$ cat src/rtl/pipe_pkg.sv
// Shared pipeline definitions: control-bit indices, default widths and the
// default-width MEM/WB payload layout.
package pipe_pkg;

  localparam int unsigned CTRL_REGWRITE = 0;
  localparam int unsigned CTRL_MEMTOREG = 1;

  localparam int unsigned DATA_W = 32;
  localparam int unsigned REG_AW = 5;
  localparam int unsigned CTRL_W = 2;

  typedef struct packed {
    logic [DATA_W-1:0] y;
    logic [DATA_W-1:0] data;
    logic [REG_AW-1:0] dst;
    logic [REG_AW-1:0] rs;
    logic [REG_AW-1:0] rt;
    logic [CTRL_W-1:0] ctrl;
  } mmwb_payload_t;

endpackage

$ cat src/rtl/mm_wb_stage_if.sv
// MEM/WB handshake bundle: memory-stage side (in_*) and writeback side (out_*).
interface mm_wb_stage_if #(
  parameter int unsigned DATA_W = pipe_pkg::DATA_W,
  parameter int unsigned REG_AW = pipe_pkg::REG_AW,
  parameter int unsigned CTRL_W = pipe_pkg::CTRL_W
);
  logic              in_valid;
  logic              in_ready;
  logic [DATA_W-1:0] in_y;
  logic [DATA_W-1:0] in_data;
  logic [REG_AW-1:0] in_dst;
  logic [REG_AW-1:0] in_rs;
  logic [REG_AW-1:0] in_rt;
  logic [CTRL_W-1:0] in_ctrl;
  logic              out_valid;
  logic              out_ready;
  logic [DATA_W-1:0] out_y;
  logic [DATA_W-1:0] out_data;
  logic [REG_AW-1:0] out_dst;
  logic [REG_AW-1:0] out_rs;
  logic [REG_AW-1:0] out_rt;
  logic [CTRL_W-1:0] out_ctrl;
  logic [DATA_W-1:0] out_wdata;

  modport master (
    output in_valid, in_y, in_data, in_dst, in_rs, in_rt, in_ctrl, out_ready,
    input  in_ready, out_valid, out_y, out_data, out_dst, out_rs, out_rt,
           out_ctrl, out_wdata
  );

  modport slave (
    input  in_valid, in_y, in_data, in_dst, in_rs, in_rt, in_ctrl, out_ready,
    output in_ready, out_valid, out_y, out_data, out_dst, out_rs, out_rt,
           out_ctrl, out_wdata
  );
endinterface

$ cat src/rtl/pipe_skid_reg.sv
// Generic valid/ready pipeline register with synchronous flush. SKID=1 adds a
// second entry so in_ready is a register rather than a path from out_ready.
module pipe_skid_reg #(
  parameter int unsigned W    = 8,
  parameter int unsigned SKID = 1
) (
  input  logic         clk,
  input  logic         reset,
  input  logic         flush,
  input  logic         in_valid,
  output logic         in_ready,
  input  logic [W-1:0] in_data,
  output logic         out_valid,
  input  logic         out_ready,
  output logic [W-1:0] out_data
);

  logic         main_valid;
  logic [W-1:0] main_data;
  logic         accept;
  logic         retire;

  assign accept    = in_valid & in_ready;
  assign retire    = main_valid & out_ready;
  assign out_valid = main_valid;
  assign out_data  = main_data;

  if (SKID != 0) begin : g_skid
    logic         skid_valid;
    logic [W-1:0] skid_data;

    assign in_ready = reset & ~skid_valid;

    // Skid only fills while main is stalled, so it is always the younger entry.
    always_ff @(posedge clk) begin
      if (!reset) begin
        main_valid <= 1'b0;
        main_data  <= '0;
        skid_valid <= 1'b0;
        skid_data  <= '0;
      end else if (flush) begin
        main_valid <= 1'b0;
        skid_valid <= 1'b0;
      end else if (!main_valid || retire) begin
        if (skid_valid) begin
          main_valid <= 1'b1;
          main_data  <= skid_data;
          if (accept) skid_data  <= in_data;
          else        skid_valid <= 1'b0;
        end else if (accept) begin
          main_valid <= 1'b1;
          main_data  <= in_data;
        end else begin
          main_valid <= 1'b0;
        end
      end else if (accept) begin
        skid_valid <= 1'b1;
        skid_data  <= in_data;
      end
    end
  end else begin : g_direct
    assign in_ready = reset & (out_ready | ~main_valid);

    always_ff @(posedge clk) begin
      if (!reset) begin
        main_valid <= 1'b0;
        main_data  <= '0;
      end else if (flush) begin
        main_valid <= 1'b0;
      end else if (accept) begin
        main_valid <= 1'b1;
        main_data  <= in_data;
      end else if (retire) begin
        main_valid <= 1'b0;
      end
    end
  end

endmodule

$ cat src/rtl/mm_wb_stage.sv
// MEM/WB stage register: handshaked payload register plus bubble squashing of
// the control bits and the writeback data select.
module mm_wb_stage #(
  parameter int unsigned DATA_W = pipe_pkg::DATA_W,
  parameter int unsigned REG_AW = pipe_pkg::REG_AW,
  parameter int unsigned CTRL_W = pipe_pkg::CTRL_W,
  parameter int unsigned SKID   = 1
) (
  input  logic         clk,
  input  logic         reset,
  input  logic         flush,
  mm_wb_stage_if.slave bus
);
  import pipe_pkg::*;

  typedef struct packed {
    logic [DATA_W-1:0] y;
    logic [DATA_W-1:0] data;
    logic [REG_AW-1:0] dst;
    logic [REG_AW-1:0] rs;
    logic [REG_AW-1:0] rt;
    logic [CTRL_W-1:0] ctrl;
  } payload_t;

  payload_t in_pl;
  payload_t out_pl;
  logic     out_v;

  assign in_pl = '{y: bus.in_y, data: bus.in_data, dst: bus.in_dst,
                   rs: bus.in_rs, rt: bus.in_rt, ctrl: bus.in_ctrl};

  pipe_skid_reg #(
    .W    ($bits(payload_t)),
    .SKID (SKID)
  ) u_reg (
    .clk       (clk),
    .reset     (reset),
    .flush     (flush),
    .in_valid  (bus.in_valid),
    .in_ready  (bus.in_ready),
    .in_data   (in_pl),
    .out_valid (out_v),
    .out_ready (bus.out_ready),
    .out_data  (out_pl)
  );

  // Control is gated by valid so a bubble can never assert RegWrite.
  assign bus.out_valid = out_v;
  assign bus.out_y     = out_pl.y;
  assign bus.out_data  = out_pl.data;
  assign bus.out_dst   = out_pl.dst;
  assign bus.out_rs    = out_pl.rs;
  assign bus.out_rt    = out_pl.rt;
  assign bus.out_ctrl  = out_v ? out_pl.ctrl : '0;
  assign bus.out_wdata = bus.out_ctrl[CTRL_MEMTOREG] ? out_pl.data : out_pl.y;

endmodule

$ cat src/flat_wrapper.sv
// flat-port wrapper written by rule: the top's interface ports become plain ports
module mm_wb_stage_flat import pipe_pkg::*;
#(
  parameter int unsigned DATA_W = pipe_pkg::DATA_W,
  parameter int unsigned REG_AW = pipe_pkg::REG_AW,
  parameter int unsigned CTRL_W = pipe_pkg::CTRL_W,
  parameter int unsigned SKID   = 1
)
  (clk, reset, flush, bus_in_valid, bus_in_y, bus_in_data, bus_in_dst, bus_in_rs, bus_in_rt, bus_in_ctrl, bus_out_ready, bus_in_ready, bus_out_valid, bus_out_y, bus_out_data, bus_out_dst, bus_out_rs, bus_out_rt, bus_out_ctrl, bus_out_wdata);
  mm_wb_stage_if #(.DATA_W(DATA_W), .REG_AW(REG_AW), .CTRL_W(CTRL_W)) bus_i ();
  input  logic clk;
  input  logic reset;
  input  logic flush;
  input wire logic [$bits(bus_i.in_valid)-1:0] bus_in_valid;
  input wire logic [$bits(bus_i.in_y)-1:0] bus_in_y;
  input wire logic [$bits(bus_i.in_data)-1:0] bus_in_data;
  input wire logic [$bits(bus_i.in_dst)-1:0] bus_in_dst;
  input wire logic [$bits(bus_i.in_rs)-1:0] bus_in_rs;
  input wire logic [$bits(bus_i.in_rt)-1:0] bus_in_rt;
  input wire logic [$bits(bus_i.in_ctrl)-1:0] bus_in_ctrl;
  input wire logic [$bits(bus_i.out_ready)-1:0] bus_out_ready;
  output wire logic [$bits(bus_i.in_ready)-1:0] bus_in_ready;
  output wire logic [$bits(bus_i.out_valid)-1:0] bus_out_valid;
  output wire logic [$bits(bus_i.out_y)-1:0] bus_out_y;
  output wire logic [$bits(bus_i.out_data)-1:0] bus_out_data;
  output wire logic [$bits(bus_i.out_dst)-1:0] bus_out_dst;
  output wire logic [$bits(bus_i.out_rs)-1:0] bus_out_rs;
  output wire logic [$bits(bus_i.out_rt)-1:0] bus_out_rt;
  output wire logic [$bits(bus_i.out_ctrl)-1:0] bus_out_ctrl;
  output wire logic [$bits(bus_i.out_wdata)-1:0] bus_out_wdata;
  assign bus_i.in_valid = bus_in_valid;
  assign bus_i.in_y = bus_in_y;
  assign bus_i.in_data = bus_in_data;
  assign bus_i.in_dst = bus_in_dst;
  assign bus_i.in_rs = bus_in_rs;
  assign bus_i.in_rt = bus_in_rt;
  assign bus_i.in_ctrl = bus_in_ctrl;
  assign bus_i.out_ready = bus_out_ready;
  assign bus_in_ready = bus_i.in_ready;
  assign bus_out_valid = bus_i.out_valid;
  assign bus_out_y = bus_i.out_y;
  assign bus_out_data = bus_i.out_data;
  assign bus_out_dst = bus_i.out_dst;
  assign bus_out_rs = bus_i.out_rs;
  assign bus_out_rt = bus_i.out_rt;
  assign bus_out_ctrl = bus_i.out_ctrl;
  assign bus_out_wdata = bus_i.out_wdata;
  mm_wb_stage #(.DATA_W(DATA_W), .REG_AW(REG_AW), .CTRL_W(CTRL_W), .SKID(SKID)) u_core (.clk(clk), .reset(reset), .flush(flush), .bus(bus_i));
endmodule
$ cat config.mk
export PLATFORM = sky130hd
export DESIGN_NAME = mm_wb_stage_flat
export DESIGN_NICKNAME = d
export VERILOG_FILES = /design/src/rtl/pipe_pkg.sv /design/src/rtl/mm_wb_stage_if.sv /design/src/rtl/pipe_skid_reg.sv /design/src/rtl/mm_wb_stage.sv /design/src/flat_wrapper.sv
export SDC_FILE = /design/constraint.sdc
export NUM_CORES = 1
export LEC_CHECK = 0
export BUFFER_PORTS_ARGS = -buffer_cell sky130_fd_sc_hd__buf_2
export CORE_MARGIN = 2
export CORE_UTILIZATION = 54
export CTS_CLUSTER_SIZE = 10
export DETAILED_ROUTE_END_ITERATION = 10
export GPL_TIMING_DRIVEN = 0
export PLACE_DENSITY = 0.78
export SLEW_MARGIN = 20
export SYNTH_ARGS = -nofsm -noshare
export SYNTH_HDL_FRONTEND = slang
export SYNTH_SLANG_ARGS = --single-unit
$ cat constraint.sdc
create_clock -name clk -period 1.51 [get_ports clk]
set_input_delay 0.302 -clock clk [delete_from_list [all_inputs] [get_ports clk]]
set_output_delay 0.302 -clock clk [all_outputs]
set_load 0.005 [all_outputs]
==> qor.csv, run 1 <==
stage,metric,value,unit
global_route,antenna violations before repair,2,
floorplan,Ports,201,
placement,Routability Congestion,0.8229,
floorplan,starting density of the core,54.45,%
cts,CTS buffer count,17,
worst_hold_path,Tightest Hold Check Type,in2reg,
timing,# setup viols final,117,
worst_setup_path,CP Max Fanout,6,
synth,Synth Warn #,0,
floorplan,core area,15030,um2
job,max-cap violation count,0,
synth,post-synthesis cell area,8185,um2
routing,DRC errors left,0,
worst_setup_path,CP startpoint kind,flip-flop,
synth,Mapped Nets,1019,
timing,setup ws final,-342.6,ps
timing,Final Skew,4.960,ps
global_route,global-route wire length before repair,37.47,mm
timing,Tcrit/Tclk final,122.7,%
global_route,vias in the first global route,7091,
cts,Worst-Skew Late Latency,430,ps
status,failing checks,setup timing,
final_layout,layout cells sized above 1,34.54,%
synth,Synth area leader,dfxtp_1,
timing,RSZ-0062 raised after global routing,yes,
synth,sequential area share after synthesis,40.11,%
routing,vias,7455,
status,outcome,finished with violations,
cts,CTS Sinks,164,
routing,Antenna Nets Post-Route,0,
synth,#FFs+latches synth,164,
synth,largest family of logic cells by synthesized area,multiplexers,
timing,Least-Margin Pin Slew,644.5,ps
final_layout,fin nets,1260,
placement,placed instance count,1321,
timing,Slew headroom,57.03,%
placement,port bufs,200,
routing,drt first pass iters,6,
timing,final hold viol count,0,
power_and_ir_drop,static leakage,0.005441,uW
synth,Synth Area in Adders,0,%
cts,CTS tree,built,
power_and_ir_drop,Peak VDD IR,0.8213,mV
final_layout,"Core Util, Final",73.06,%
floorplan,chip width,127.1,um
synth,mux contribution to synthesized area,25.45,%
synth,synth top area cells,"dfxtp_1, mux2_1, nand2_1",
global_route,largest net degree at the start of global routing,20,
cts,CTS Root Cell,clkbuf_16,
timing,fin crit period,1853,ps
final_layout,non-filler instance count after layout,1376,
placement,DP Wirelength,16.48,mm
floorplan,die area,16160,um2
final_layout,Syn-to-layout area delta,34.18,%
synth,post-synth top area share,40.11,%
final_layout,layout filler cell count,1082,
floorplan,Die Y,127.1,um
global_route,aggregate global-route resource usage,29.65,%
synth,simple logic cell fraction of the synthesized area,17.29,%
cts,H-tree levels,4,
routing,per-cell routed wire length,17.92,um
cts,clock buffer depth,2,
cts,CTS Hold Bufs,0,
power_and_ir_drop,pwr dens,943.8,nW/um2
worst_setup_path,CP arrival,1550,ps
worst_setup_path,WP data required,1210,ps
synth,Post-Synth XOR/XNOR Area,0,%
routing,Via density,5.418,
synth,Syn Area/Cell,8.773,um2
floorplan,Rows,45,
timing,fmax,539.8,MHz
routing,Iteration-0 DRC Markers,608,
worst_setup_path,WS Path Type,reg2out,
global_route,aggregate global routing overflow,0,
routing,Routed WL,24.66,mm
cts,Clock transition at path regs,60,ps
synth,complex-gate fraction of the synthesized area,5.105,%
worst_setup_path,Setup crit end kind,output pin,
synth,Yosys cell types,21,
synth,Post-Syn Instances,933,
timing,fin. max-slew vios,0,
==> power breakdown <==
part           internal, uW  switching [uW]  total [uW]
sequential             4420            82.1        4500
clock                  2980            1740        4720
combinational           591             555        1150
==> synth_stat cells (all sizes together) <==
master	instances
nand2	244
mux2i	81
o21a	1
dfxtp	164
and4bb	1
buf	121
inv	1
or3	1
a21oi	1
nor2b	3
nand3	56
nor3	1
and2	2
clkbuf	36
o21ai	81
mux2	113
nor3b	1
nand4	25
==> repair_timing <==
item	CTS	global route
setup endpoints to repair	185	199
gates cloned	11	1
setup buffers	8	5
resized for setup	108	59
pin swaps	1	2
==> cell usage in the layout (no fill, tap or decap), types with 2 or more instances in the layout <==
master,instances
buf_1,8
bufinv_16,4
buf_16,8
dfxtp_1,161
nand2_1,243
clkbuf_16,18
mux2_4,20
nor2b_4,2
buf_4,95
mux2_1,93
o21ai_1,81
dfxtp_4,3
clkbuf_4,6
clkbuf_1,24
clkbuf_8,6
clkbuf_2,6
clkinv_2,4
nand4_1,25
mux2i_1,79
mux2i_2,2
buf_2,183
nand3_1,56
buf_12,16
buf_6,31
==> final timing paths <==
| kind | endpoint | depth (start not counted) | from | slack [ps] |
|---|---|---|---|---|
| setup / recovery | bus_out_wdata[16] | 4 | u_core.u_reg.out_data[1] | -340 |
| hold / removal | u_core.u_reg.out_valid | 2 | flush | 60 |
| setup reg to reg | u_core.u_reg.out_data[73] | 7 | u_core.u_reg.out_valid | -240 |
| hold reg to reg | u_core.u_reg.g_skid.skid_data[8] | 2 | u_core.u_reg.g_skid.skid_data[8] | 440 |
==> stage by stage <==
| stage | worst slack, ps | total power, uW | setup TNS [ps] | area (um2) | hold WS [ps] |
|---|---|---|---|---|---|
| after floorplan | 62.05 | 5129 | 0 | 8185 | 378.1 |
| after global placement | -773.6 | 5530 | -61780 | 9422 | 433.3 |
| after detailed placement | -728.4 | 5540 | -59680 | 9422 | 438.1 |
| after CTS | -330.8 | 10330 | -27100 | 10800 | 50.69 |
| after global routing | -371.9 | 10640 | -30180 | 10980 | 55.15 |
| final | -342.6 | 10370 | -26340 | 10980 | 61.90 |
==> area by class of cell <==
| class | instances | area (um2) | area share (%) |
|---|---|---|---|
| Clock buffer | 23 | 498.0 | 4.534 |
| Tap cell | 188 | 235.2 | 2.142 |
| Clock inverter | 9 | 147.6 | 1.344 |
| Antenna cell | 1 | 2.502 | 0.02278 |
| Sequential cell | 164 | 3294 | 30.00 |
| Timing Repair Buffer | 223 | 1551 | 14.13 |
| Buffer | 156 | 1212 | 11.04 |
| Inverter | 1 | 3.754 | 0.03418 |
| Multi-Input combinational cell | 611 | 4038 | 36.76 |
==> critical path: stages, from the launching register on <==
cell and delay [ps]:
dfxtp_4 370, nand2_8 140, clkbuf_16 190, mux2_4 310, buf_6 110
==> state kept, by name, summed over array words and instances, names as in the netlist <==
register / flops
u_core.u_reg.g_skid.skid_valid: 1
u_core.u_reg.out_valid: 1
u_core.u_reg.g_skid.skid_data: 81
u_core.u_reg.out_data: 81
==> layer usage <==
metal	GRT usage [%]	vias to the layer above	share of wire, %	wire length [um]
li1	-	3562	-	-
met1	37.03	3521	42	10310
met2	50.54	327	49	11980
met3	6.449	45	7.4	1832
met4	10.92	0	2.2	540
met5	0	-	0	0
==> kinds of logic (layout without fill, tap and decap cells) <==
kind of cell	after synthesis	count (layout)
simple gates	334	334
mux	194	194
flops	164	164
buf+inv	158	412
compound gates	83	83
other cells	0	1
No activity file was read; power rests on OpenSTA's default activity.
==> inputs of run 2 (changes only) <==
GPL_TIMING_DRIVEN = default   (was 0)
SKIP_CTS_REPAIR_TIMING = 1   (was default)
==> qor.csv, run 2 (synthesized netlist as in run 1, its figures left out) <==
stage,metric,value,unit,change
timing,fin. max-slew vios,0,,unchanged
floorplan,core area,15030,um2,unchanged
floorplan,chip width,127.1,um,unchanged
worst_setup_path,Setup crit end kind,output pin,,unchanged
global_route,vias in the first global route,6120,,was 7091
placement,placed instance count,1188,,was 1321
placement,Routability Congestion,0.8098,,was 0.8229
global_route,aggregate global routing overflow,0,,unchanged
timing,fmax,547.2,MHz,was 539.8 MHz
routing,DRC errors left,0,,unchanged
final_layout,layout cells sized above 1,27.50,%,was 34.54%
power_and_ir_drop,pwr dens,1011,nW/um2,was 943.8 nW/um2
timing,Tcrit/Tclk final,121.0,%,was 122.7%
routing,Via density,5.401,,was 5.418
floorplan,die area,16160,um2,unchanged
timing,RSZ-0062 raised after global routing,yes,,unchanged
cts,CTS buffer count,17,,unchanged
worst_hold_path,Tightest Hold Check Type,in2reg,,unchanged
cts,CTS Root Cell,clkbuf_16,,unchanged
cts,Worst-Skew Late Latency,420,ps,was 430 ps
routing,vias,6632,,was 7455
timing,Final Skew,7.659,ps,was 4.960 ps
routing,per-cell routed wire length,16.55,um,was 17.92 um
timing,setup_tns,-9477,ps,was -26340 ps
final_layout,non-filler instance count after layout,1228,,was 1376
routing,Antenna Nets Post-Route,0,,unchanged
power_and_ir_drop,Peak VDD IR,0.8221,mV,was 0.8213 mV
timing,setup ws final,-317.3,ps,was -342.6 ps
cts,Clock transition at path regs,60,ps,about the same
worst_setup_path,WS Path Type,reg2out,,unchanged
job,max-cap violation count,0,,unchanged
timing,Least-Margin Pin Slew,599.4,ps,was 644.5 ps
cts,H-tree levels,4,,unchanged
cts,CTS Sinks,164,,unchanged
global_route,aggregate global-route resource usage,23.73,%,was 29.65%
final_layout,fin nets,1113,,was 1260
routing,Met3 Wirelength,1.149,mm,was 1.832 mm
routing,Routed WL,20.33,mm,was 24.66 mm
routing,wl on met1,8.844,mm,was 10.31 mm
routing,met2 wire length,9.964,mm,was 11.98 mm
cts,clock buffer depth,2,,unchanged
worst_setup_path,CP Max Fanout,10,,was 6
cts,CTS tree,built,,unchanged
status,failing checks,setup timing,,unchanged
routing,max layer used,met4,,unchanged
timing,Slew headroom,60.04,%,was 57.03%
routing,drt first pass iters,6,,unchanged
worst_setup_path,CP startpoint kind,flip-flop,,unchanged
power_and_ir_drop,static leakage,0.004667,uW,was 0.005441 uW
timing,final hold viol count,0,,unchanged
final_layout,Syn-to-layout area delta,18.31,%,was 34.18%
final_layout,Antenna Diode Count,0,,was 1
floorplan,starting density of the core,54.45,%,unchanged
status,outcome,finished with violations,,unchanged
worst_setup_path,WP data required,1210,ps,about the same
power_and_ir_drop,Pwr Total,9788,uW,was 10370 uW
final_layout,"commonest non-fill, non-tap cells in the layout","nand2_1, buf_2, dfxtp_1",,unchanged
placement,port bufs,200,,unchanged
global_route,largest net degree at the start of global routing,82,,was 20
placement,DP Wirelength,13.01,mm,was 16.48 mm
floorplan,Ports,201,,unchanged
final_layout,"most common cell after layout, fill and taps aside",nand2_1,,unchanged
floorplan,Die Y,127.1,um,unchanged
timing,fin crit period,1827,ps,was 1853 ps
global_route,global-route wire length before repair,30.84,mm,was 37.47 mm
floorplan,Rows,45,,unchanged
worst_setup_path,CP arrival,1530,ps,was 1550 ps
timing,# setup viols final,33,,was 117
routing,Iteration-0 DRC Markers,402,,was 608
global_route,antenna violations before repair,0,,was 2
## run 2: metrics by stage
stage | instance area (um2) | hold WS, ps | setup slack (ps) | util [%]
finish | 9684 | 71.10 | -317.3 | 64.42
detailed placement | 8802 | 438.6 | 10.11 | 58.55
CTS | 9415 | 63.79 | -402.5 | 62.63
global route | 9684 | 74.28 | -354.7 | 64.42
global placement | 8802 | 432.7 | 50.28 | 58.55
floorplan | 8185 | 378.1 | 62.05 | -
## run 2: worst max-delay path, stage by stage, from the launching register on
cell and delay, ps:
dfxtp_4 360, nand2_8 110, clkbuf_16 180, mux2_1 320, buf_2 130
## run 2: layer usage
layer / global-route usage (%) / up-vias
met3: 5.653 / 33
met2: 40.45 / 218
met5: 0 / -
met4: 7.628 / 0
met1: 29.79 / 3119
li1: - / 3262
## run 2: path summary, 6_finish.rpt
kind,slack [ps],end,cells past startpoint,startpoint
setup reg to reg,70,u_core.u_reg.out_data[68],5,u_core.u_reg.g_skid.skid_valid
hold / removal,70,u_core.u_reg.out_valid,2,flush
setup / recovery,-320,bus_out_wdata[29],4,u_core.u_reg.out_data[1]
hold reg to reg,450,u_core.u_reg.g_skid.skid_data[45],2,u_core.u_reg.g_skid.skid_data[45]
## run 2: power by group
group / switching (uW) / internal [uW] / total, uW
Clock: 1770 / 2670 / 4440
Combinational: 448 / 407 / 855
Sequential: 74.5 / 4420 / 4490
Total: 2290 / 7490 / 9790
## run 2: final cells by class
type	instances	area [um2]
Clock buffer	22	494.2
Clock inverter	10	118.9
Fill cell	1182	5349
Inverter	1	3.754
Multi-Input combinational cell	611	4003
Sequential cell	164	3294
Tap cell	188	235.2
Timing Repair Buffer	232	1535
